[config.mk]
export PLATFORM = sky130hd
export DESIGN_NAME = irq_ctrl
export DESIGN_NICKNAME = d
export VERILOG_FILES = /design/src/rtl/irq_ctrl.sv
export SDC_FILE = /design/constraint.sdc
export NUM_CORES = 1
export LEC_CHECK = 0
export BUFFER_PORTS_ARGS = -buffer_cell sky130_fd_sc_hd__buf_4
export CORE_ASPECT_RATIO = 1.1
export CORE_UTILIZATION = 43
export DETAILED_ROUTE_END_ITERATION = 10
export PLACE_DENSITY = 0.78
export SYNTH_ARGS = -nofsm -noshare
export SYNTH_HDL_FRONTEND = slang
export SYNTH_SLANG_ARGS = --single-unit
[constraint.sdc]
create_clock -name clk -period 2.35 [get_ports clk]
set_input_delay 0.3525 -clock clk [delete_from_list [all_inputs] [get_ports clk]]
set_output_delay 0.3525 -clock clk [all_outputs]
set_load 0.005 [all_outputs]
[src/rtl/irq_ctrl.sv]
// irq_ctrl: memory-mapped interrupt controller with edge-detected pending bits
// and an IDLE/REQ/SERVICE handshake with the CPU.
module irq_ctrl #(
  parameter logic [31:0] BASE_ADDR = 32'h00007f20,
  parameter int NSRC = 6
) (
  input  logic            clk,
  input  logic            reset,
  input  logic [NSRC-1:0] irq_src,
  input  logic [31:0]     Addr,
  input  logic            WE,
  input  logic [31:0]     Din,
  output logic [31:0]     Dout,
  output logic            int_req,
  output logic [2:0]      int_id,
  input  logic            int_ack
);
  typedef enum logic [1:0] {IDLE, REQ, SERVICE} state_t;
  state_t state, state_n;
  logic [NSRC-1:0] mask, mask_n, pend, pend_n, src_q, rise, clr, pm;
  logic [2:0] id, id_n, low;
  logic armed, sel, wr, ack, eoi, busy;
  logic [1:0] off;
  logic [31:0] cur;
  logic unused;
  assign sel = Addr >= BASE_ADDR && Addr <= BASE_ADDR + 32'd15;
  assign off = Addr[3:2];
  assign wr = sel && WE;
  assign ack = state == REQ && int_ack;
  assign eoi = state == SERVICE && wr && off == 2'd3;
  // armed suppresses edge detection on the first sample after reset, so a
  // line already high at release must fall and rise before it is pended
  assign rise = armed ? irq_src & ~src_q : '0;
  assign clr = (wr && off == 2'd1 ? Din[NSRC-1:0] : '0) | (ack ? NSRC'(1) << id : '0);
  assign pend_n = (pend & ~clr) | rise;
  assign mask_n = wr && off == 2'd0 ? Din[NSRC-1:0] : mask;
  assign pm = pend & mask;
  always_comb begin
    low = '0;
    for (int i = NSRC - 1; i >= 0; i--) if (pm[i]) low = 3'(i);
  end
  // REQ looks at next-cycle PEND/MASK so a software clear drops the request at once
  always_comb begin
    state_n = state;
    id_n = id;
    if (state == IDLE && pm != '0) begin
      state_n = REQ;
      id_n = low;
    end else if (ack) state_n = SERVICE;
    else if (state == REQ && !(pend_n[id] && mask_n[id])) state_n = IDLE;
    else if (eoi) state_n = IDLE;
  end
  always_ff @(posedge clk or posedge reset)
    if (reset) begin
      state <= IDLE;
      mask <= '0;
      pend <= '0;
      src_q <= '0;
      id <= '0;
      armed <= 1'b0;
    end else begin
      state <= state_n;
      mask <= mask_n;
      pend <= pend_n;
      src_q <= irq_src;
      id <= id_n;
      armed <= 1'b1;
    end
  assign busy = state == SERVICE;
  assign int_req = state == REQ;
  assign int_id = int_req ? id : 3'd0;
  assign cur = {28'b0, busy, busy ? id : 3'd0};
  assign Dout = !sel ? '0 : off == 2'd0 ? 32'(mask) : off == 2'd1 ? 32'(pend) : off == 2'd2 ? cur : '0;
  assign unused = ^Din;
endmodule

==> results by group <==
Run status
  • Outcome: completed

Worst setup path
  • Worst reg-to-reg setup slack: roughly 560 ps
  • Critical Path Start Type: input port
  • Slowest CP cell: or2_1
  • R2R depth: 6
  • R2r startpoint: state[1]$_DFFE_PP0P_
  • Data required, critical path: about 2000 ps
  • CP Launch Point: Addr[31]
  • CP Cell Sequence: buf_4, nor4_4, nand4_4, or2_1, a2111oi_1, buf_4
  • Setup CP Type: in2out
  • Crit path capture type: output port
  • CP Max Fanout: 7
  • Reg-to-Reg End: state[0]$_DFFE_PP0P_
  • CP peak stage delay: about 360 ps
  • Most used cell, CP: buf_4
  • Critical path data arrival time: between 1500 and 2000 ps

Global routing
  • Total track usage: between 10% and 20%
  • Largest net degree at the start of global routing: 25
  • Initial antenna violation count: 0
  • Most Crowded Layer GR: met2
  • First-pass GRT wire length: 6.624 mm
  • Vias in the first global route: 1518
  • Overflow after GRT: 0
  • Met3 Use GR: 4.605%
  • Met1 GRT Util: 22.72%
  • Met2 global-route usage: a little under a third

Pwr
  • Clock share of power: a little under a third
  • Pwr Density: roughly 350 nW/um^2
  • Maximum vdd drop: 0.2769 mV
  • Reg power frac: 54.2%
  • Sw Ratio: a little under a quarter
  • Cell internal pwr: 0.0005971 W
  • Switch Pwr: about 0.00018 W
  • Combinational share of power: between 10% and 20%
  • Leak: approximately 1.1 nW

Drt
  • Vias: roughly 1600
  • ANT nets after route: 0
  • Detailed Routing Iterations Pass 1: 4
  • Final WL: around 3.9 mm
  • Vias/cell: around 5.2
  • Residual DRC: 0
  • Drt initial violations: 50
  • Post-DR wirelength/cell: about 13 microns

CTS
  • TritonCTS buffer count: 3
  • Cts hold-fix bufs: 0
  • CTS tree: built
  • Clk_lat worst skew: 260 ps
  • Clock Sinks: 24
  • H-tree levels: 1
  • Worst-path clk slew: around 80 ps
  • CTS root buf: clkbuf_8
  • Clock buffer depth: 2

Timing
  • FMAX: around 0.45 GHz
  • Clock Skews: roughly 3.4 ps
  • Max-slew violations: 0
  • Final Setup Violations: 0
  • RSZ-0062 raised after global routing: yes
  • Setup TNS: 0 ps
  • Min Tclk post-route: approximately 2200 ps
  • Hold Violations, Final: 0
  • Final period utilization: between 90% and 100%

Logic synthesis
  • Post-synthesis async set-or-reset flop share: between 90% and 100%
  • Yosys cell types: 50
  • Synth Instances: between 150 and 200
  • Warnings from Yosys: 0
  • Syn avg cell area: ~9.5 sq um
  • Synth area leaders: dfrtp_1, buf_4, nand2_1, mux2_2, nor4_4
  • Dominant cell type by area after synthesis: dfrtp_1
  • Top FF cell, synth: dfrtp_1
  • Sequential share of the synthesized area: 33.52%
  • Yosys top cell area share: between 30% and 40%
  • Mapped Area: 1792 sq um
  • Yosys reg bits: 24
  • Post-synth EDFFs: 0

Floorplan
  • Initial Util: a little under half
  • Die Height: ~70 microns
  • Core area: just under 4000 sq um
  • Num rows: 24
  • Die area: roughly 4400 sq um
  • Io pins: 110
  • Die Wd: ~64 microns

Hold path
  • HP Class: in2async

Final layout
  • Commonest non-fill, non-tap cell in the layout: buf_4
  • Layout Nets: 322
  • Fraction of layout cells with a size suffix above 1: 34.15%
  • Antenna cells: 0
  • Fin util: between 50% and 60%
  • Area grow syn2layout: 25.49%
  • Most frequent cells in the layout: buf_4, conb_1, dfrtp_1

Placed design
  • Gpl congestion: 0.9077
  • IO buf count: 55
  • Hpwl dp: between 3 and 4 mm

Run
  • Max-cap violations: 0
-- power by group through the flow --
stage | clock network [W] | logic, W | registers, W
2_1_floorplan | 0 | 0.0000742 | 0.000429
3_3_place_gp | 0 | 0.000117 | 0.000430
3_5_place_dp | 0 | 0.000120 | 0.000430
4_1_cts | 0.000239 | 0.000120 | 0.000422
5_1_grt | 0.000264 | 0.000133 | 0.000423
6_report | 0.000237 | 0.000120 | 0.000422
-- layer usage --
layer / share of wire, % / wire, microns
met5: 0 / 0
met1: 40 / 1579
met3: 9.9 / 390
met4: 1.7 / 68
met2: 48 / 1896
-- state kept, by name (all words and copies together), names as in the netlist --
signal  cells
src_q       6
id          3
mask        6
armed       1
pend        6
state       2
-- metrics by stage --
stage / worst slack, ps / power (W) / cell area, sq um / instances / hold WS (ps)
6_report: 128.8 / 0.0007780 / 2248 / 298 / 127.4
5_1_grt: -4.051 / 0.0008200 / 2248 / 298 / 149.3
4_1_cts: 81.57 / 0.0007800 / 2236 / 298 / 144.8
3_5_place_dp: 84.39 / 0.0005496 / 2195 / 295 / 429.2
3_3_place_gp: 94.46 / 0.0005474 / 2195 / 295 / 422.7
2_1_floorplan: 371.3 / 0.0005032 / 1886 / 213 / 367.1
-- cell usage after synthesis (2+ instances only) --
cell,number
buf_4,26
dfrtp_1,24
nand2_1,21
inv_1,11
a21oi_1,9
mux2_2,6
nand3b_1,6
nor3_1,6
clkbuf_1,5
nand3_1,5
nor2b_1,5
a2111oi_0,4
mux2i_1,4
nor2_1,4
a22oi_1,3
and2_1,3
nor4_1,3
nor4_4,3
and3_1,2
and3b_1,2
conb_1,2
mux4_1,2
nor4bb_1,2
o211ai_1,2
o311ai_0,2
or2_2,2
-- worst max-delay path by stage --
stage	to	slack (ps)
after floorplan	Dout[0]	370
after global placement	Dout[1]	90
after detailed placement	Dout[1]	80
after CTS	Dout[1]	80
after global routing	Dout[0]	-4
final	Dout[1]	130
-- cell type report --
type / instances / area [sq um]
Clock buffer: 3 / 41.29
Fill cell: 355 / 1715
Inverter: 11 / 41.29
Multi-Input combinational cell: 147 / 1042
Sequential cell: 24 / 600.6
Tap cell: 52 / 65.06
Timing Repair Buffer: 61 / 457.9
-- cell families after synthesis --
logic type,count (synthesis),share of synthesized area [%]
simple gates,74,28.56
buf+inv,42,14.25
compound gates,34,14.32
other cells,2,0.4192
mux,12,8.938
flops,24,33.52
-- timing repair --
action                     CTS  global route
buffers inserted             0             0
gates resized for setup      0             4
setup endpoints to repair    0             2
-- worst max-delay path: cells and delay by family --
family                 cells  cell delay (ps)
AOI/OAI and AO/OA          1              350
and+or+nand+nor            3              850
buffers and inverters      2              310
(Power assumes the default switching activity.)
